$ cat src/rtl/jk_bank_sequencer_pkg.sv
`default_nettype none
// ============================================================================
// Module  : jk_pkg (package)
// Purpose : Shared command encodings and FSM state type for the JK bank
//           sequencer and its testbench.
// Ports   : none
// Revision: 1.0 - initial release
// ============================================================================
package jk_pkg;

  // Command op encodings carried on cmd_op
  localparam logic [2:0] OP_NOP     = 3'd0;
  localparam logic [2:0] OP_CLEAR   = 3'd1;
  localparam logic [2:0] OP_PRESET  = 3'd2;
  localparam logic [2:0] OP_TOGGLE  = 3'd3;
  localparam logic [2:0] OP_LOAD    = 3'd4;
  localparam logic [2:0] OP_CNT_UP  = 3'd5;
  localparam logic [2:0] OP_CNT_DN  = 3'd6;
  localparam logic [2:0] OP_ILLEGAL = 3'd7;

  // Sequencer FSM states
  typedef enum logic [1:0] {
    ST_IDLE  = 2'd0,
    ST_APPLY = 2'd1,
    ST_COUNT = 2'd2,
    ST_DONE  = 2'd3
  } state_e;

endpackage : jk_pkg
`default_nettype wire

$ cat src/rtl/jk_bank_sequencer_if.sv
`default_nettype none
// ============================================================================
// Module  : jk_bank_sequencer_if
// Purpose : Command handshake bundle between a host and the sequencer.
// Ports   : cmd_valid/cmd_op/cmd_data/cmd_len driven by the host (master),
//           cmd_ready driven by the sequencer (slave).
// Revision: 1.0 - initial release
// ============================================================================
interface jk_bank_sequencer_if #(
  parameter int WIDTH = 4,
  parameter int LEN_W = 4
);
  logic             cmd_valid;
  logic             cmd_ready;
  logic [2:0]       cmd_op;
  logic [WIDTH-1:0] cmd_data;
  logic [LEN_W-1:0] cmd_len;

  modport master (output cmd_valid, output cmd_op, output cmd_data,
                  output cmd_len, input cmd_ready);
  modport slave  (input cmd_valid, input cmd_op, input cmd_data,
                  input cmd_len, output cmd_ready);
endinterface : jk_bank_sequencer_if
`default_nettype wire

$ cat src/rtl/jk_bank_sequencer_bank.sv
`default_nettype none
// ============================================================================
// Module  : jk_bank
// Purpose : WIDTH independent JK flip-flops with asynchronous active-low
//           clear. Cell rule: 00 hold, 01 reset, 10 set, 11 toggle.
// Ports   : clk, rst (async, 0 = reset), j/k (per-cell inputs),
//           q (state), qn (complement).
// Revision: 1.0 - initial release
// ============================================================================
module jk_bank #(
  parameter int WIDTH = 4
) (
  input  wire logic             clk,
  input  wire logic             rst,
  input  wire logic [WIDTH-1:0] j,
  input  wire logic [WIDTH-1:0] k,
  output logic      [WIDTH-1:0] q,
  output logic      [WIDTH-1:0] qn
);
  import jk_pkg::*;

  for (genvar gi = 0; gi < WIDTH; gi++) begin : g_cell
    logic cell_q;
    logic cell_d;

    always_comb begin
      cell_d = cell_q;
      case ({j[gi], k[gi]})
        2'b01:   cell_d = 1'b0;
        2'b10:   cell_d = 1'b1;
        2'b11:   cell_d = ~cell_q;
        default: cell_d = cell_q;
      endcase
    end

    always_ff @(posedge clk or negedge rst) begin
      if (!rst) cell_q <= 1'b0;
      else      cell_q <= cell_d;
    end

    assign q[gi] = cell_q;
  end

  assign qn = ~q;

endmodule : jk_bank
`default_nettype wire

$ cat src/rtl/jk_bank_sequencer.sv
`default_nettype none
// ============================================================================
// Module  : jk_bank_sequencer
// Purpose : Command-driven controller that owns the J/K inputs of a JK bank
//           and sequences clear/preset/toggle/load and multi-step counts.
// Ports   : clk, rst (async, 0 = reset), cmd (handshake, slave side),
//           abort (ends a running count), j/k (bank drive), q/qn (bank
//           state), busy (not idle), done/err (completion pulses).
// Revision: 1.0 - initial release
// ============================================================================
module jk_bank_sequencer #(
  parameter int WIDTH = 4,
  parameter int LEN_W = 4
) (
  input  wire logic             clk,
  input  wire logic             rst,
  jk_bank_sequencer_if.slave    cmd,
  input  wire logic             abort,
  output logic      [WIDTH-1:0] j,
  output logic      [WIDTH-1:0] k,
  output logic      [WIDTH-1:0] q,
  output logic      [WIDTH-1:0] qn,
  output logic                  busy,
  output logic                  done,
  output logic                  err
);
  import jk_pkg::*;

  state_e           state_q, state_d;
  logic [2:0]       op_q,    op_d;
  logic [WIDTH-1:0] data_q,  data_d;
  logic [LEN_W-1:0] remain_q, remain_d;

  logic [WIDTH-1:0] up_t;
  logic [WIDTH-1:0] dn_t;
  logic             up_carry;
  logic             dn_carry;

  // Next-state / command capture
  always_comb begin
    state_d  = state_q;
    op_d     = op_q;
    data_d   = data_q;
    remain_d = remain_q;
    case (state_q)
      ST_IDLE: begin
        if (cmd.cmd_valid) begin
          op_d     = cmd.cmd_op;
          data_d   = cmd.cmd_data;
          remain_d = cmd.cmd_len;
          if (cmd.cmd_op == OP_CNT_UP || cmd.cmd_op == OP_CNT_DN) begin
            if (cmd.cmd_len != '0) begin
              state_d = ST_COUNT;
            end else begin
              // Zero-length count degenerates to a NOP so APPLY drives nothing
              op_d    = OP_NOP;
              state_d = ST_APPLY;
            end
          end else begin
            state_d = ST_APPLY;
          end
        end
      end
      ST_APPLY: state_d = ST_DONE;
      ST_COUNT: begin
        // The step on this edge always applies; stay only if more remain
        if (remain_q > LEN_W'(1) && !abort) remain_d = remain_q - LEN_W'(1);
        else                                 state_d  = ST_DONE;
      end
      ST_DONE:  state_d = ST_IDLE;
      default:  state_d = ST_IDLE;
    endcase
  end

  always_ff @(posedge clk or negedge rst) begin
    if (!rst) begin
      state_q  <= ST_IDLE;
      op_q     <= OP_NOP;
      data_q   <= '0;
      remain_q <= '0;
    end else begin
      state_q  <= state_d;
      op_q     <= op_d;
      data_q   <= data_d;
      remain_q <= remain_d;
    end
  end

  // Counter toggle enables: a bit toggles when all lower bits are 1 (up)
  // or all lower bits are 0 (down).
  always_comb begin
    up_carry = 1'b1;
    dn_carry = 1'b1;
    up_t     = '0;
    dn_t     = '0;
    for (int i = 0; i < WIDTH; i++) begin
      up_t[i]  = up_carry;
      dn_t[i]  = dn_carry;
      up_carry = up_carry & q[i];
      dn_carry = dn_carry & ~q[i];
    end
  end

  // J/K decode, active only while applying or counting
  always_comb begin
    j = '0;
    k = '0;
    if (state_q == ST_APPLY || state_q == ST_COUNT) begin
      case (op_q)
        OP_CLEAR:  k = '1;
        OP_PRESET: j = '1;
        OP_TOGGLE: begin j = data_q; k = data_q;  end
        OP_LOAD:   begin j = data_q; k = ~data_q; end
        OP_CNT_UP: begin j = up_t;   k = up_t;    end
        OP_CNT_DN: begin j = dn_t;   k = dn_t;    end
        default:   begin j = '0;     k = '0;      end
      endcase
    end
  end

  assign cmd.cmd_ready = (state_q == ST_IDLE);
  assign busy          = (state_q != ST_IDLE);
  assign done          = (state_q == ST_DONE);
  assign err           = (state_q == ST_DONE) && (op_q == OP_ILLEGAL);

  jk_bank #(.WIDTH(WIDTH)) u_bank (
    .clk (clk),
    .rst (rst),
    .j   (j),
    .k   (k),
    .q   (q),
    .qn  (qn)
  );

endmodule : jk_bank_sequencer
`default_nettype wire
$ cat src/flat_wrapper.sv
// flat-port wrapper written by rule: the top's interface ports become plain ports
module jk_bank_sequencer_flat import jk_pkg::*;
#(
  parameter int WIDTH = 4,
  parameter int LEN_W = 4
)
  (clk, rst, abort, j, k, q, qn, busy, done, err, cmd_cmd_valid, cmd_cmd_op, cmd_cmd_data, cmd_cmd_len, cmd_cmd_ready);
  jk_bank_sequencer_if #(.WIDTH(WIDTH), .LEN_W(LEN_W)) cmd_i ();
  input  wire logic clk;
  input  wire logic rst;
  input  wire logic abort;
  output logic      [WIDTH-1:0] j;
  output logic      [WIDTH-1:0] k;
  output logic      [WIDTH-1:0] q;
  output logic      [WIDTH-1:0] qn;
  output logic busy;
  output logic done;
  output logic err;
  input wire logic [$bits(cmd_i.cmd_valid)-1:0] cmd_cmd_valid;
  input wire logic [$bits(cmd_i.cmd_op)-1:0] cmd_cmd_op;
  input wire logic [$bits(cmd_i.cmd_data)-1:0] cmd_cmd_data;
  input wire logic [$bits(cmd_i.cmd_len)-1:0] cmd_cmd_len;
  output wire logic [$bits(cmd_i.cmd_ready)-1:0] cmd_cmd_ready;
  assign cmd_i.cmd_valid = cmd_cmd_valid;
  assign cmd_i.cmd_op = cmd_cmd_op;
  assign cmd_i.cmd_data = cmd_cmd_data;
  assign cmd_i.cmd_len = cmd_cmd_len;
  assign cmd_cmd_ready = cmd_i.cmd_ready;
  jk_bank_sequencer #(.WIDTH(WIDTH), .LEN_W(LEN_W)) u_core (.clk(clk), .rst(rst), .cmd(cmd_i), .abort(abort), .j(j), .k(k), .q(q), .qn(qn), .busy(busy), .done(done), .err(err));
endmodule
$ cat config.mk
export PLATFORM = sky130hd
export DESIGN_NAME = jk_bank_sequencer_flat
export DESIGN_NICKNAME = d
export VERILOG_FILES = /design/src/rtl/jk_bank_sequencer_pkg.sv /design/src/rtl/jk_bank_sequencer_if.sv /design/src/rtl/jk_bank_sequencer_bank.sv /design/src/rtl/jk_bank_sequencer.sv /design/src/flat_wrapper.sv
export SDC_FILE = /design/constraint.sdc
export NUM_CORES = 1
export LEC_CHECK = 0
export CAP_MARGIN = 40
export CORE_MARGIN = 3
export CORE_UTILIZATION = 48
export DETAILED_ROUTE_END_ITERATION = 12
export PLACE_DENSITY = 0.89
export SLEW_MARGIN = 20
export SYNTH_ARGS = -nofsm -noshare
export SYNTH_HDL_FRONTEND = slang
export SYNTH_SLANG_ARGS = --single-unit
export TNS_END_PERCENT = 30
$ cat constraint.sdc
create_clock -name clk -period 1.89 [get_ports clk]
set_clock_uncertainty 0.1 [all_clocks]
set_input_delay 0.378 -clock clk [delete_from_list [all_inputs] [get_ports clk]]
set_output_delay 0.378 -clock clk [all_outputs]
set_load 0.02 [all_outputs]
# After elaboration in Yosys (flattened, before gate mapping)
# Index checks and enable logic that the tools add are counted.
[totals] ff_bits=17 input_bits=15 output_inout_bits=20 word_cells=82
[op_classes] addsub=1 order_cmp=1 eq_ne=27 n_mux=18 bitwise_logic=10 n_reduce_logical=17
[ops] operator="$eq A2 B2 Y1 const B" count=10
[ops] operator="$pmux W4 S5" count=1
[ops] operator="$eq A3 B3 Y1 const B" count=6
[ops] operator="$mux W4" count=4
[ops] operator="$pmux W4 S4" count=1
[ops] operator="$pmux W1 S3" count=4
[ops] operator="$reduce_bool A3 Y1" count=4
[ops] operator="$eq A2 B1 Y1 const B" count=5
[ops] operator="$mux W2" count=4
[ops] operator="$not A4 Y4" count=2
[ops] operator="$pmux W2 S4" count=1
[ops] operator="$pmux W4 S2" count=1
[ops] operator="$eq A3 B2 Y1 const B" count=2
[ops] operator="$mux W3" count=2
[ops] operator="$and A1 B1 Y1" count=4
[ops] operator="$gt A4 B1 Y1 const B" count=1
[ops] operator="$ne A2 B2 Y1 const B" count=2
[ops] operator="$not A1 Y1" count=4
[ops] operator="$reduce_and A2 Y1" count=2
[ops] operator="$reduce_bool A2 Y1" count=2
[ops] operator="$reduce_bool A4 Y1" count=1
[ops] operator="$sub A4 B1 Y4 const B" count=1
[ops] operator="$eq A3 B1 Y1 const B" count=1
[ops] operator="$reduce_and A3 Y1" count=1
[ops] operator="6 further kinds" count=8

# Longest topological paths before layout
# Gate-level depths: netlist (run 1).
[logic_depth] depth_word=7 ltp_mapped=7 ltp_nobuf=6

# Modules after synthesis
# A second synthesis (run 1) with hierarchy kept.
[unflattened] cells_unflattened=153 area_unflattened_um2=1266.2
[by_module_without_submodules] module="jk_bank_sequencer" n_inst=1 cells_per_inst=133 area_per_inst_um2=1078.5 seq_area_each_um2=325.3
[by_module_without_submodules] module="jk_bank" n_inst=1 cells_per_inst=20 area_per_inst_um2=187.7 seq_area_each_um2=100.1

# Least setup slack after synthesis (run 1)
# OpenSTA, ideal clock, no wires.
[synth_path] kind="flip-flop to output port" from="register u_core.state_q[1]" to="output port j[1]" t_arrival_ns=1.527 required_time_ns=1.412 path_slack_ns=-0.115 path_stages_with_launch=6 n_path_buf=1 path_cell_list="dfrtp_1 inv_1 ha_1 clkbuf_1 inv_1 a2111oi_2"
[synth_via] elab_chain_len=3 word_cells_on_any_way=4 cone_classes="2 x eq/ne; 1 x mux; 1 x reduce/logical"
[synth_rtl] element="start: declaration" line="jk_bank_sequencer.sv:29" text="state_e state_q, state_d;"
[synth_rtl] element="start signal: assignment" line="jk_bank_sequencer.sv:82" text="state_q <= state_d;"
[synth_rtl] element="$eq A2 B1 Y1 or $eq A2 B2 Y1 (tied branches)" line="jk_bank_sequencer.sv:108" text="if (state_q == ST_APPLY || state_q == ST_COUNT) begin"
[synth_rtl] element="$logic_or A1 B1 Y1 *" line="jk_bank_sequencer.sv:108"
[synth_rtl] element="$mux W4 *" line="jk_bank_sequencer.sv:108"
[synth_rtl] element="end: declaration" line="flat_wrapper.sv:12" text="output logic [WIDTH-1:0] j;"
# Every way passes the cells marked *; elsewhere a longest branch is shown, timed or not.

# Worst setup path after layout (run 1)
[layout_path] from="register u_core.u_bank.g_cell[1].cell_q" to="output port k[3]"
[layout_via] elab_chain_len=5 word_cells_on_any_way=7 cone_classes="2 x mux; 5 x bitwise"
[layout_rtl] element="start: declaration" line="jk_bank_sequencer_bank.sv:23" text="logic cell_q;"
[layout_rtl] element="start signal: assignment" line="jk_bank_sequencer_bank.sv:38" text="else cell_q <= cell_d;"
[layout_rtl] element="$not A1 Y1" line="jk_bank_sequencer.sv:100" text="dn_carry = dn_carry & ~q[i];"
[layout_rtl] element="$and A1 B1 Y1 (2 in a row)" line="jk_bank_sequencer.sv:100"
[layout_rtl] element="$pmux W4 S5 *" line="jk_bank_sequencer.sv:109" text="case (op_q)"
[layout_rtl] element="$mux W4 *" line="jk_bank_sequencer.sv:108"
[layout_rtl] element="end: declaration" line="flat_wrapper.sv:13" text="output logic [WIDTH-1:0] k;"
# Marks and branches as above.

==> flow_summary.yaml, run 1 <==
outcome:
  status: "finished, violations left"
  violations: "setup timing"
synthesis:
  yosys-top-cells-count: "19 x inv_1, 17 x dfrtp_1, 9 x nand2b_1"
  synth_ff_type: "dfrtp_1"
  synth_compound_area_frac: 0.258
  synth_edf_count: 0
  yosysWarnings: 0
  synth_xor_area_frac: 0.00656
  syn_inst: 149
  synth.net_count: 170
  synth.most_common_cell: "inv_1"
  synth-seq-area-share: 0.319
  synthArstFlopShare: 1.00
  synthSimpleGateAreaFrac: 0.163
  yosys.area_share.adder: 0.0562
  synth.area.top_cells: "dfrtp_1 32%, ha_1 5.6%, inv_1 5.3%, mux2i_1 4.5%, mux2_2 4.2%"
  synthDominantCellAreaShare: 0.319
  synth_top_family_by_area: "compound AO/OA/AOI/OAI gates"
  synth-seq-cells: 17
  synth.area.mux_share: 0.0872
  ys_types: 42
  synth_top_cell_by_area: "dfrtp_1"
  syn-mean-instance-area_um2: 8.96
  synth_area_um2: 1340
power_and_ir_drop:
  power_mw: 4.49
  clockPowerShare: 0.051
  p_int_mw: 2.42
  powerDensity_nw_per_um2: 2100
  leakage_nw: 0.993
  comb_power_share: 0.776
  switchingPower_mw: 2.07
  ir_worst_vdd_mv: 1.65
  p_sw_frac: 0.461
  p_seq_frac: 0.174
global_route:
  grt_pass1_wl_mm: 6.33
  grt_max_degree: 18
  overflow: 0
  antenna_found_initial: 0
  grt_pass1_vias: 1448
  grtUsageTotal: 0.242
drt:
  antenna_left: 0
  vias_per_cell: 5.76
  avgRoutedWirePerCell_um: 17.5
  drt_pre_antenna_iters: 5
  finalWirelength_mm: 4.33
  num_vias: 1422
  drt_iter0_drc: 105
  drc: 0
critical_path:
  timing.reg2reg.setup_slack_ps: -150
  arrival_ps: 1720
  cp-start-kind: "flip-flop"
  critPathKind: "reg -> out"
  worstSetupEndpointType: "output pin"
  path_max_fanout: 3
  crit_required_ps: 1410
job:
  drv_cap: 0
clock_network:
  clock_sinks: 17
  cts_buffers: 3
  htreeDepth: 1
  clkLatencyLatePin_ps: 320
  cts_tree: "built"
  cts_root_buf: "clkbuf_4"
  path_clk_slew_ps: 130
  clockBufferDepth: 2
finish:
  drive_above_1_share: 0.447
  final_core_util: 0.832
  fillCellCount: 159
  area_growth_syn_to_layout_pct: 60.1
  design_area_um2: 2140
  diodes: 0
  final_cells: 247
  layout.nets: 239
floorplanning:
  start_util: 0.520
  fp.dieW_um: 58.7
  rows: 18
  coreArea_um2: 2570
  num_io_pins: 35
  die_area_um2: 3450
  die-height_um: 58.7
placement:
  pre_cts_ws_ps: -419
  place.port_buffers: 34
  dp_cells: 230
  post_dp_cell_area_um2: 1870
  gp_routability_congestion: 0.833
  hpwl_mm: 2.70
sta:
  worst_pin_slew_ps: 353
  rsz0062_at_grt: "true"
  setup_violations: 10
  fmax_ghz: 0.455
  drv_slew: 0
  period_share: 1.16
  setup_ws_ps: -307
  holdWs_ps: 270
  post-route-min-period_ps: 2200
  hold_viol: 0
  maxSlewHeadroom: 0.761
  tns_ps: -2190
worst_hold_path:
  hp-class: "in -> async"
-- flip-flops by register name, indices dropped and copies added, names as in the netlist --
signal,count
u_core.data_q,4
u_core.op_q,3
u_core.u_bank.g_cell.cell_q,4
u_core.state_q,2
u_core.remain_q,4
-- cell families after synthesis --
group,Yosys count
AO/OA/AOI/OAI,47
XOR/XNOR,1
adder cells (fa/ha/maj),6
buffers and inverters,31
flip-flops,17
multiplexers,11
AND/OR/NAND/NOR,36
-- critical path, cell delays in order (launching register included) --
cell and delay (ps):
dfrtp_1 420, or3b_4 440, o32ai_4 240, o31a_2 180, buf_6 120
-- power groups by stage --
stage,registers (mW),clock network [mW],logic [mW]
2_1_floorplan,0.700,0,1.68
3_3_place_gp,0.722,0,2.68
3_5_place_dp,0.739,0,2.77
4_1_cts,0.756,0.221,3.15
5_1_grt,0.798,0.238,3.73
6_report,0.779,0.228,3.48
-- layout make-up --
cell class,count,area (um^2),share of cell area
multi-input cells,101,888,0.416
repair buffers,76,683,0.320
flip-flops and latches,17,428,0.200
inverters,19,73.8,0.0345
well taps,30,37.5,0.0176
clock buffers,4,26.3,0.0123
-- repair_timing --
item / in CTS / in global routing
gates resized for setup: 96 / 27
hold buffers: 0 / 0
buffers inserted: 8 / 5
pin swaps: 8 / 6
setup endpoints to repair: 22 / 23
-- worst paths after layout --
kind | to | startpoint | cells past startpoint
setup / recovery | k[3] | u_core.u_bank.g_cell[1].cell_q | 4
hold / removal | u_core.u_bank.g_cell[1].cell_q | rst | 2
setup reg to reg | u_core.u_bank.g_cell[2].cell_q | u_core.state_q[0] | 12
hold reg to reg | u_core.u_bank.g_cell[3].cell_q | u_core.u_bank.g_cell[3].cell_q | 1
max in group asynchronous | u_core.op_q[0] | rst | 2
min in group clk | u_core.u_bank.g_cell[3].cell_q | u_core.u_bank.g_cell[3].cell_q | 1
-- cell usage in the layout, fill, tap and decap left out, types with 3 or more instances in the layout --
master,n
clkbuf_4,3
mux2i_1,6
o21ai_2,3
ha_1,3
buf_4,31
nand2_1,4
a31oi_1,4
dlygate4sd2_1,5
buf_2,3
nand2b_1,7
o21ai_0,5
o22ai_1,3
nor2_1,3
a21oi_2,6
mux2_2,5
a22o_1,3
clkdlybuf4s50_1,15
buf_6,19
inv_1,15
nor2b_1,3
dfrtp_1,15
nand4b_1,3
inv_2,3
-- layer usage --
metal | global-route usage | routed length (um) | vias up
met4 | 0.107 | 91 | 0
met5 | 0 | 0 | -
met3 | 0.0461 | 162 | 11
met2 | 0.438 | 2330 | 39
met1 | 0.271 | 1750 | 701
li1 | - | - | 671
Power figures use the tool's default switching activity.
==> inputs of run 2 (changes only) <==
--- a/config.mk
+++ b/config.mk
@@ -5,6 +5,7 @@
 export SDC_FILE = /design/constraint.sdc
 export NUM_CORES = 1
 export LEC_CHECK = 0
+export ABC_CLOCK_PERIOD_IN_PS = 1890
 export CAP_MARGIN = 40
 export CORE_MARGIN = 3
 export CORE_UTILIZATION = 48
==> results of run 2 <==
No change in the layout: final DEF, timing and power equal those of run 1.
